## src/rtl/softmax_div_feeder.sv

```systemverilog
// Operand sequencer for the softmax normalising divider: buffers exp values,
// latches their sum, then feeds one divide per entry and forwards quotients in order.
module softmax_div_feeder #(
    parameter int DEPTH   = 16,
    parameter int AW      = 4,
    parameter int MIN_LAT = 4
) (
    input  logic          clk,
    input  logic          rst_n,
    input  logic [31:0]   exp_in,
    input  logic          exp_vld,
    input  logic [31:0]   sum_in,
    input  logic          sum_vld,
    output logic [31:0]   dividend,
    output logic          dividend_strb,
    output logic [31:0]   divisor,
    output logic          divisor_strb,
    input  logic [31:0]   div_z,
    input  logic          div_z_strb,
    output logic          div_z_ack,
    output logic [31:0]   q_out,
    output logic          q_vld,
    output logic          busy,
    output logic          done,
    output logic          overflow,
    output logic [AW:0]   count
);

    localparam int LW = $clog2(MIN_LAT + 1);

    typedef enum logic [1:0] {
        LOAD,
        WAIT,
        DONE
    } state_t;

    state_t          state;
    logic [31:0]     mem [DEPTH];
    logic [AW-1:0]   rd_ptr;
    logic [LW-1:0]   lat_cnt;

    logic            full;
    logic            accept_wr;
    logic [AW:0]     count_next;
    logic            lat_done;
    logic            last_entry;
    logic [AW-1:0]   rd_next;

    assign full       = (count == (AW+1)'(DEPTH));
    assign accept_wr  = (state == LOAD) && exp_vld && !full;
    assign count_next = count + {{AW{1'b0}}, accept_wr};
    assign lat_done   = (lat_cnt == LW'(MIN_LAT));
    assign last_entry = ({1'b0, rd_ptr} == (count - (AW+1)'(1)));
    assign rd_next    = rd_ptr + AW'(1);

    // Buffer storage needs no reset; only entries below count are ever read.
    always_ff @(posedge clk) begin
        if (accept_wr) begin
            mem[count[AW-1:0]] <= exp_in;
        end
    end

    always_ff @(posedge clk or negedge rst_n) begin
        if (!rst_n) begin
            state         <= LOAD;
            rd_ptr        <= '0;
            lat_cnt       <= '0;
            count         <= '0;
            dividend      <= '0;
            dividend_strb <= 1'b0;
            divisor       <= '0;
            divisor_strb  <= 1'b0;
            div_z_ack     <= 1'b0;
            q_out         <= '0;
            q_vld         <= 1'b0;
            busy          <= 1'b0;
            done          <= 1'b0;
            overflow      <= 1'b0;
        end else begin
            dividend_strb <= 1'b0;
            divisor_strb  <= 1'b0;
            div_z_ack     <= 1'b0;
            q_vld         <= 1'b0;
            done          <= 1'b0;

            case (state)
                LOAD: begin
                    if (accept_wr) begin
                        count <= count_next;
                    end
                    if (exp_vld && full) begin
                        overflow <= 1'b1;
                    end
                    // A write in the same cycle as sum_vld joins the vector; if the
                    // buffer was empty that new entry is the first one issued.
                    if (sum_vld && (count_next != '0)) begin
                        divisor       <= sum_in;
                        dividend      <= (count == '0) ? exp_in : mem[0];
                        dividend_strb <= 1'b1;
                        divisor_strb  <= 1'b1;
                        rd_ptr        <= '0;
                        lat_cnt       <= '0;
                        busy          <= 1'b1;
                        state         <= WAIT;
                    end
                end

                WAIT: begin
                    if (!lat_done) begin
                        lat_cnt <= lat_cnt + LW'(1);
                    end
                    if (lat_done && div_z_strb) begin
                        q_out     <= div_z;
                        q_vld     <= 1'b1;
                        div_z_ack <= 1'b1;
                        if (last_entry) begin
                            state <= DONE;
                        end else begin
                            rd_ptr        <= rd_next;
                            dividend      <= mem[rd_next];
                            dividend_strb <= 1'b1;
                            divisor_strb  <= 1'b1;
                            lat_cnt       <= '0;
                        end
                    end
                end

                DONE: begin
                    done   <= 1'b1;
                    count  <= '0;
                    rd_ptr <= '0;
                    busy   <= 1'b0;
                    state  <= LOAD;
                end

                default: begin
                    state <= LOAD;
                end
            endcase
        end
    end

endmodule

```

## config.mk

```make
export PLATFORM = sky130hd
export DESIGN_NAME = softmax_div_feeder
export DESIGN_NICKNAME = d
export VERILOG_FILES = /design/src/rtl/softmax_div_feeder.sv
export SDC_FILE = /design/constraint.sdc
export NUM_CORES = 1
export LEC_CHECK = 0
export ABC_AREA = 1
export BUFFER_PORTS_ARGS = -buffer_cell sky130_fd_sc_hd__buf_2
export CAP_MARGIN = 20
export CORE_ASPECT_RATIO = 1.1
export CORE_UTILIZATION = 60
export CTS_CLUSTER_DIAMETER = 120
export DETAILED_ROUTE_END_ITERATION = 10
export PLACE_DENSITY_LB_ADDON = 0.15
export SYNTH_ARGS = -nofsm -noshare
export SYNTH_HDL_FRONTEND = slang
export SYNTH_SLANG_ARGS = --single-unit
```

## constraint.sdc

```tcl
create_clock -name clk -period 4.8 [get_ports clk]
set_input_delay 1.2 -clock clk [delete_from_list [all_inputs] [get_ports clk]]
set_output_delay 1.2 -clock clk [all_outputs]
set_load 0.01 [all_outputs]
```

==> results of run 1 <==
==> cells in the mapped netlist (all sizes together) <==
cell | count | area, sq um
nor2 | 244 | 933.4
nand4 | 7 | 43.79
xnor2 | 1 | 8.760
xor2 | 3 | 45.05
o21bai | 1 | 7.510
nand3 | 304 | 1526
o21ai | 128 | 640.6
nand2 | 840 | 3171
nor3 | 3 | 15.01
inv | 316 | 1189
dfrtp | 115 | 2878
o211ai | 2 | 15.01
clkbuf | 37 | 138.9
a21oi | 32 | 160.2
o22ai | 4 | 25.02
ha | 10 | 125.1
buf | 101 | 604.3
edfxtp | 512 | 15370
==> where the power goes <==
group / switching, mW / leakage, nW / total, mW / internal, mW
Clock: 1.97 / 0.922 / 4.58 / 2.61
Sequential: 0.343 / 6.05 / 6.71 / 6.36
Combinational: 4.81 / 6.36 / 6.93 / 2.13
==> stage by stage <==
| stage | area [sq um] | util | std cells |
|---|---|---|---|
| 2_1_floorplan | 26900 | - | 2660 |
| 3_3_place_gp | 28450 | 0.6409 | 3352 |
| 3_5_place_dp | 28450 | 0.6409 | 3352 |
| 4_1_cts | 30340 | 0.6836 | 3462 |
| 5_1_grt | 30340 | 0.6836 | 3462 |
| 6_report | 30340 | 0.6836 | 3462 |
==> critical path: stages (launching register included) <==
cell     delay [ps]
dfrtp_1         450
inv_1           200
ha_1            220
nand2_1         110
nor2_1          100
inv_1            60
nand2_1         280
inv_1           180
ha_1            250
ha_1            220
inv_1            80
nand2_1          50
nand2_1          90
nor2_1           40
nand3_1         100
nand3_2         110
nand2_4         460
inv_4           340
nand2_1         150
nand2_1          60
==> layout make-up <==
cell class / instances / area (sq um)
tap: 581 / 726.9
clock buffer: 78 / 1608
fill: 3323 / 14050
sequential: 627 / 18260
inverter: 316 / 1195
clock inverter: 32 / 285.3
multi-input combinational: 1579 / 6859
timing repair buffer: 249 / 1414
==> metal layers <==
| layer | up-vias | wire, microns | track usage | share of wire |
|---|---|---|---|---|
| met2 | 760 | 32930 | 0.4907 | 0.50 |
| met4 | 0 | 2313 | 0.1186 | 0.035 |
| met5 | - | 0 | 0 | 0 |
| met3 | 164 | 4423 | 0.03768 | 0.067 |
| li1 | 8978 | - | - | - |
| met1 | 9228 | 26270 | 0.3874 | 0.40 |
==> worst paths after layout <==
check / from / endpoint / slack [ps] / cells past startpoint
min in group asynchronous: rst_n / q_out[14] / 670 / 1
hold / removal: q_out[3] / q_out[3] / 470 / 2
setup reg to reg: count[0] / dividend[6] / 1050 / 19
setup / recovery: count[0] / dividend[6] / 1050 / 19
hold reg to reg: q_out[3] / q_out[3] / 470 / 2
max in group asynchronous: rst_n / dividend[30] / 3090 / 2
==> sequential cells by signal, indices dropped and copies added (netlist names) <==
register and count:
q_out 32, rd_ptr 4, q_vld 1, done 1
divisor_strb 1, overflow 1, count 5, busy 1
mem 512, lat_cnt 3, dividend 32, state 2
divisor 32
==> cells by family after synthesis <==
kind of cell    share of synthesized area
fa+ha+maj                        0.004651
flops                              0.6785
compound gates                    0.03153
simple gates                       0.2115
xor+xnor                         0.002000
buf+inv                           0.07181
==> run metrics, run 1 <==
Leak=13.33 nW; Critical Path Source Type=register; vias in the first global route=18520; antenna diode count=0; Cell Area, Synth=0.02690 sq mm; Tmin final=3751 ps; final setup TNS=0 ps; Setup Viol. Count Final=0; CTS buffer count=59; Max IR drop VDD=528.5 uV; post-DP HPWL=36580 microns; clock buffer depth=3; post-CTS setup buffers=0; sequential area share after synthesis=0.6785; Mapped Cells=2660; Syn-to-layout area delta=12.80%; nets=2943; Clock transition at path regs=60 ps; largest net degree at the start of global routing=161; GRT Util Overall=0.2926; Sink Count=627; Die X-Extent=203.9 microns; most frequent cells in the layout=nand2_1 (836), edfxtp_1 (512), inv_1 (310); number of port buffers=208; hold_ws=467.5 ps; die height=224.1 microns; Rows=81; Residual DRC=0; f_max=0.2666 GHz; Netlist cell types=30; Post-CTS Resized=0; PwrDens=600.4 mW/mm^2; share of cells above drive strength 1=0.1284; worst slew pin tran=1109 ps; commonest non-fill, non-tap cell in the layout=nand2_1; Syn Nets=2771; DR vias=19130; final critical-path share of the clock period=0.7815; unrepaired setup endpoints after global routing=false; final WL=65940 microns; hold-fix buffers at CTS=0; status=complete, no violations; CTS root buffer=clkbuf_16; Critical Path RT=5300 ps; Routed Antenna Nets=0; worst-case clock skew=19.26 ps; max-slew violation count=0; worst slack, placed=681.7 ps; Worst EP arrival=4250 ps; CTS tree=built; Synth Area per Inst=10.11 sq um; CP endpoint kind=register; drt wl/cell=19.05 microns; Power, Total=18.22 mW; Synth Warn #=0; vias per cell=5.526; Die ar.=0.04569 sq mm; initial cell density of the core=0.6060; Ports=209; Iteration-0 DRC Markers=1810; register bit total from synthesis=627; 1st-pass router iterations=5; htree depth=2; hold crit path type=reg -> reg; total global routing overflow=0; Final Hold Fails=0; Max-Cap Viols=0; clk_lat worst skew=620 ps; core area=0.04439 sq mm; initial antenna violation count=0; worst-path fanout max=34; setup ws final=1049 ps; kind of critical path=reg -> reg; Placer Congestion=0.8116; Slew HR=0.2591; global-route wire length before repair=101800 microns
Power figures use the tool's default switching activity.
==> run 2, diff against run 1 <==
==> constraint.sdc (replaced) <==
create_clock -name clk -period 3.92 [get_ports clk]
set_input_delay 0.98 -clock clk [delete_from_list [all_inputs] [get_ports clk]]
set_output_delay 0.98 -clock clk [all_outputs]
set_load 0.01 [all_outputs]
==> run 2 against run 1 <==
  * Worst hold slack got worse by 210 ps
  * Clock skew shrank 2.5 ps
  * Cell area grew 0.57%
  * Die area unchanged
  * Via count decreased by 0.91%
  * First-iteration DRC count is 1.7% lower
  * Critical path type unchanged
==> run metrics, run 2 (synthesis results as in run 1) <==
Residual DRC=0; Post-CTS Resized=0; commonest non-fill, non-tap cell in the layout=nand2_1; CTS tree=built; Final Hold Fails=0; crit path launch=count[0]; Critical Path RT=4490 ps; final critical-path share of the clock period=0.8758; Setup Viol. Count Final=0; FILL cells=3357; Clock transition at path regs=70 ps; Placer Congestion=0.8150; Largest register FFs=512; 1st-pass router iterations=6; initial cell density of the core=0.6060; Max-Cap Viols=0; Worst EP arrival=4000 ps; hold-fix buffers at CTS=0; Slew HR=0.2675; f_max=0.2913 GHz; Tmin final=3433 ps; Die ar.=0.04569 sq mm; number of port buffers=208; unrepaired setup endpoints after global routing=false; CP endpoint kind=register; Die X-Extent=203.9 microns; final WL=66500 microns; nets=2952; Syn-to-layout area delta=13.45%; CTS root buffer=clkbuf_16; GRT Util Overall=0.2955; placed insts=3361; die height=224.1 microns; Final Non-Filler Cells=3472; Power, Total=22.56 mW; kind of critical path=reg -> reg; hold_ws=259.4 ps; clock buffer depth=3; post-DP HPWL=38060 microns; worst-path fanout max=34; htree depth=2; M3 GR Usage=0.03710; worst-case clock skew=16.72 ps; clk_lat worst skew=630 ps; global-route wire length before repair=102800 microns; drt wl/cell=19.15 microns; share of cells above drive strength 1=0.1308; Routed Antenna Nets=0; Leak=13.42 nW; status=complete, no violations; Sink Count=627; worst slack, placed=384.4 ps; max-slew violation count=0; Max IR drop VDD=810.3 uV; Reg-to-Reg Start=count[0]; gr busiest metal=met2; GRT met2 Usage=0.4879; DR vias=18960; initial antenna violation count=0; total global routing overflow=0; PwrDens=739.4 mW/mm^2; CTS buffer count=59; GR Util met1=0.4032; post-layout util=0.6875; Critical Path Source Type=register; vias in the first global route=18650; Iteration-0 DRC Markers=1779; hold crit path type=in -> async; antenna diode count=0; Ports=209; worst slew pin tran=1096 ps; vias per cell=5.459; setup ws final=486.9 ps; Rows=81; post-CTS setup buffers=0; most frequent cells in the layout=nand2_1 (836), edfxtp_1 (512), inv_1 (310); largest net degree at the start of global routing=194; core area=0.04439 sq mm
==> run 2: cell types whose count changed in the layout (fill, tap and decap cells not counted), moves of 2 or more <==
cell        previous run  this run
clkbuf_8               6         8
buf_12                 5        10
clkinvlp_4             4         1
clkinv_2              12        10
buf_4                 37        41
clkbuf_1              13        16
==> run 2: metal layers <==
metal	vias to the layer above	wire length [microns]
met2	770	32810
met3	123	4840
li1	8997	-
met5	-	0
met1	9065	26950
met4	0	1897
==> run 2: worst paths after layout <==
| kind | slack [ps] | end | cells past startpoint |
|---|---|---|---|
| max | 490 | dividend[3] | 19 |
| min | 260 | dividend[7] | 1 |
| max reg2reg | 490 | dividend[3] | 19 |
| min reg2reg | 460 | dividend[19] | 2 |
| max in group asynchronous | 2750 | dividend[16] | 2 |
| min in group clk | 460 | dividend[19] | 2 |
==> run 2: critical path, cell delays in order, from the launching register on <==
cell     delay [ps]
dfrtp_1         470
inv_1           170
ha_1            270
nand2_1         150
nor2_1           60
inv_1            70
nand2_1          70
inv_1           130
ha_1            210
ha_1            200
inv_1            60
nand2_1          50
nand2_1          70
nor2_1           90
nand3_1         100
nand3_2         110
nand2_4         320
inv_4           520
nand2_1         140
nand2_1         100
==> run 2: area by class of cell <==
class	count	area, sq um	share of cell area
clock buffer	84	1672	0.05477
timing repair buffer	258	1544	0.05059
inverter	316	1195	0.03915
multi-input combinational	1579	6859	0.2248
tap	581	726.9	0.02382
sequential	627	18260	0.5982
clock inverter	27	265.3	0.008692
==> run 2: power by group <==
| part | total [mW] | switching (mW) | internal [mW] |
|---|---|---|---|
| Sequential | 8.18 | 0.392 | 7.79 |
| Combinational | 8.67 | 6.00 | 2.67 |
| Clock | 5.71 | 2.43 | 3.29 |
| Total | 22.6 | 8.82 | 13.7 |
==> run 2: per-stage QoR <==
| stage | setup TNS [ps] | area (sq um) |
|---|---|---|
| after global placement | 0 | 28580 |
| final | 0 | 30520 |
| after global routing | 0 | 30520 |
| after CTS | 0 | 30520 |
| after detailed placement | 0 | 28580 |
| after floorplan | -1819 | 26900 |
==> run 3, diff against run 2 <==
--- a/config.mk
+++ b/config.mk
@@ -6,13 +6,14 @@
 export NUM_CORES = 1
 export LEC_CHECK = 0
 export ABC_AREA = 1
-export BUFFER_PORTS_ARGS = -buffer_cell sky130_fd_sc_hd__buf_2
 export CAP_MARGIN = 20
 export CORE_ASPECT_RATIO = 1.1
-export CORE_UTILIZATION = 60
+export CORE_UTILIZATION = 64
 export CTS_CLUSTER_DIAMETER = 120
 export DETAILED_ROUTE_END_ITERATION = 10
+export DONT_BUFFER_PORTS = 1
 export PLACE_DENSITY_LB_ADDON = 0.15
+export SETUP_SLACK_MARGIN = 0.02
 export SYNTH_ARGS = -nofsm -noshare
 export SYNTH_HDL_FRONTEND = slang
 export SYNTH_SLANG_ARGS = --single-unit
==> run 3 against run 2 <==
  * Non-clock buffer count down 213
  * Via count down 2.8%
  * Power down 1.8%
  * Maximum frequency down 3.5%
  * First-iteration DRC count down 11%
  * Utilization up 2.5 points
  * Global-route usage up 1.3 points
  * Clock skew up 11 ps
  * Die area down 6.2%
  * Sequential cell count unchanged
  * Critical path depth unchanged
  * Largest cell class unchanged
  * Largest power group is now sequential cells
==> run metrics, run 3 (synthesis results as in run 1) <==
status=complete, no violations; worst slew pin tran=1160 ps; Largest register FFs=512; Routed Antenna Nets=0; DR vias=18430; hold-fix buffers at CTS=0; vias in the first global route=18120; worst path bufs/invs=5; hold_ws=42.33 ps; f_max=0.2811 GHz; antenna diode count=0; Slew HR=0.2248; max-slew violation count=0; post-DP HPWL=35120 microns; Post-CTS Resized=0; post-CTS setup buffers=0; initial cell density of the core=0.6501; CTS buffer count=61; Die ar.=0.04286 sq mm; CTS tree=built; share of cells above drive strength 1=0.06448; post-route cell area=0.02947 sq mm; largest net degree at the start of global routing=161; Leak=12.55 nW; crit-path cells=inv_1 > ha_1 > nand2_1 > nor2_1 > inv_1 > nand2_1 > inv_1 > ha_1 > ha_1 > inv_1 > nand2_1 > nand2_1 > nor2_1 > nand3_1 > nand3_2 > nand2_4 > inv_4 > nand2_1 > nand2_1; PwrDens=752.1 mW/mm^2; commonest non-fill, non-tap cell in the layout=nand2_1; CP endpoint kind=register; Power, Total=22.17 mW; Crit-path slowest cell=dfrtp_1; initial antenna violation count=0; worst-case clock skew=28.12 ps; FILL cells=2934; Clock transition at path regs=60 ps; drt wl/cell=19.98 microns; final WL=64800 microns; Ports=209; total global routing overflow=0; Residual DRC=0; Tmin final=3557 ps; number of port buffers=0; Die X-Extent=197.5 microns; Critical Path Source Type=register; final setup TNS=0 ps; Area after DPL=0.02744 sq mm; hold crit path type=in -> async; final critical-path share of the clock period=0.9075; Critical Path RT=4480 ps; clock buffer depth=3; Crit path max-delay family=simple AND/OR/NAND/NOR gates; Placer Congestion=0.8252; most frequent cells in the layout=nand2_1 (836), edfxtp_1 (512), inv_1 (310); Max IR drop VDD=1059 uV; Final Hold Fails=0; Rows=78; global-route wire length before repair=100100 microns; delay of the slowest critical-path stage=530 ps; kind of critical path=reg -> reg; Syn-to-layout area delta=9.567%; Max-Cap Viols=0; CP dominant cell by count=nand2_1; post-layout util=0.7123; worst-path fanout max=34; Iteration-0 DRC Markers=1591; core area=0.04138 sq mm; vias per cell=5.682; Sink Count=627; Worst EP arrival=4120 ps; GRT Util Overall=0.3084; clk_lat worst skew=640 ps; htree depth=2; CTS root buffer=clkbuf_16; Setup Viol. Count Final=0; die height=217.0 microns; unrepaired setup endpoints after global routing=false; nets=2741; 1st-pass router iterations=6
==> run 3: layout make-up <==
| cell class | instances | area, sq um | area share |
|---|---|---|---|
| flip-flops and latches | 627 | 18260 | 0.6194 |
| multi-input cells | 1579 | 6859 | 0.2327 |
| repair buffers | 45 | 425.4 | 0.01443 |
| well taps | 560 | 700.7 | 0.02377 |
| clock buffers | 83 | 1700 | 0.05769 |
| clock inverters | 33 | 337.8 | 0.01146 |
| inverters | 316 | 1195 | 0.04054 |
==> run 3: metal layers <==
layer / vias up / track usage / share of wire
met1: 8863 / 0.3998 / 0.39
met3: 168 / 0.04572 / 0.078
met2: 814 / 0.5212 / 0.50
li1: 8582 / - / -
met5: - / 0 / 0
met4: 0 / 0.1328 / 0.036
==> run 3: worst reg2reg max path: cells and delay by family (launching register included) <==
kind                     cells  cell delay, ps
flip-flops                   1             530
AND/OR/NAND/NOR             11            1320
adder cells (fa/ha/maj)      3             680
buffers and inverters        5             990
==> run 3: worst paths after layout <==
kind                                  from      endpoint  slack (ps)  cells after the start
worst max-delay path              count[0]  dividend[14]         360                     19
worst max register to register    count[0]  dividend[14]         360                     19
worst min-delay path                 rst_n  dividend[16]          40                      0
min in group clk                exp_in[15]    mem[7][15]         430                      0
max in group asynchronous            rst_n    divisor[4]        3690                      0
worst min register to register    state[0]          done         520                      1
==> run 3: stage by stage <==
stage	cells	worst slack, ps
final	3243	362.6
after detailed placement	3127	482.6
after floorplan	2660	-19.02
after global placement	3127	578.5
after global routing	3243	130.4
after CTS	3243	403.1
==> run 3: where the power goes <==
group	internal [mW]	leakage, nW	total [mW]	switching, mW
logic	2.28	5.49	7.68	5.40
clock network	3.43	1.00	5.93	2.50
registers	7.80	6.05	8.55	0.756
total	13.5	12.5	22.2	8.66
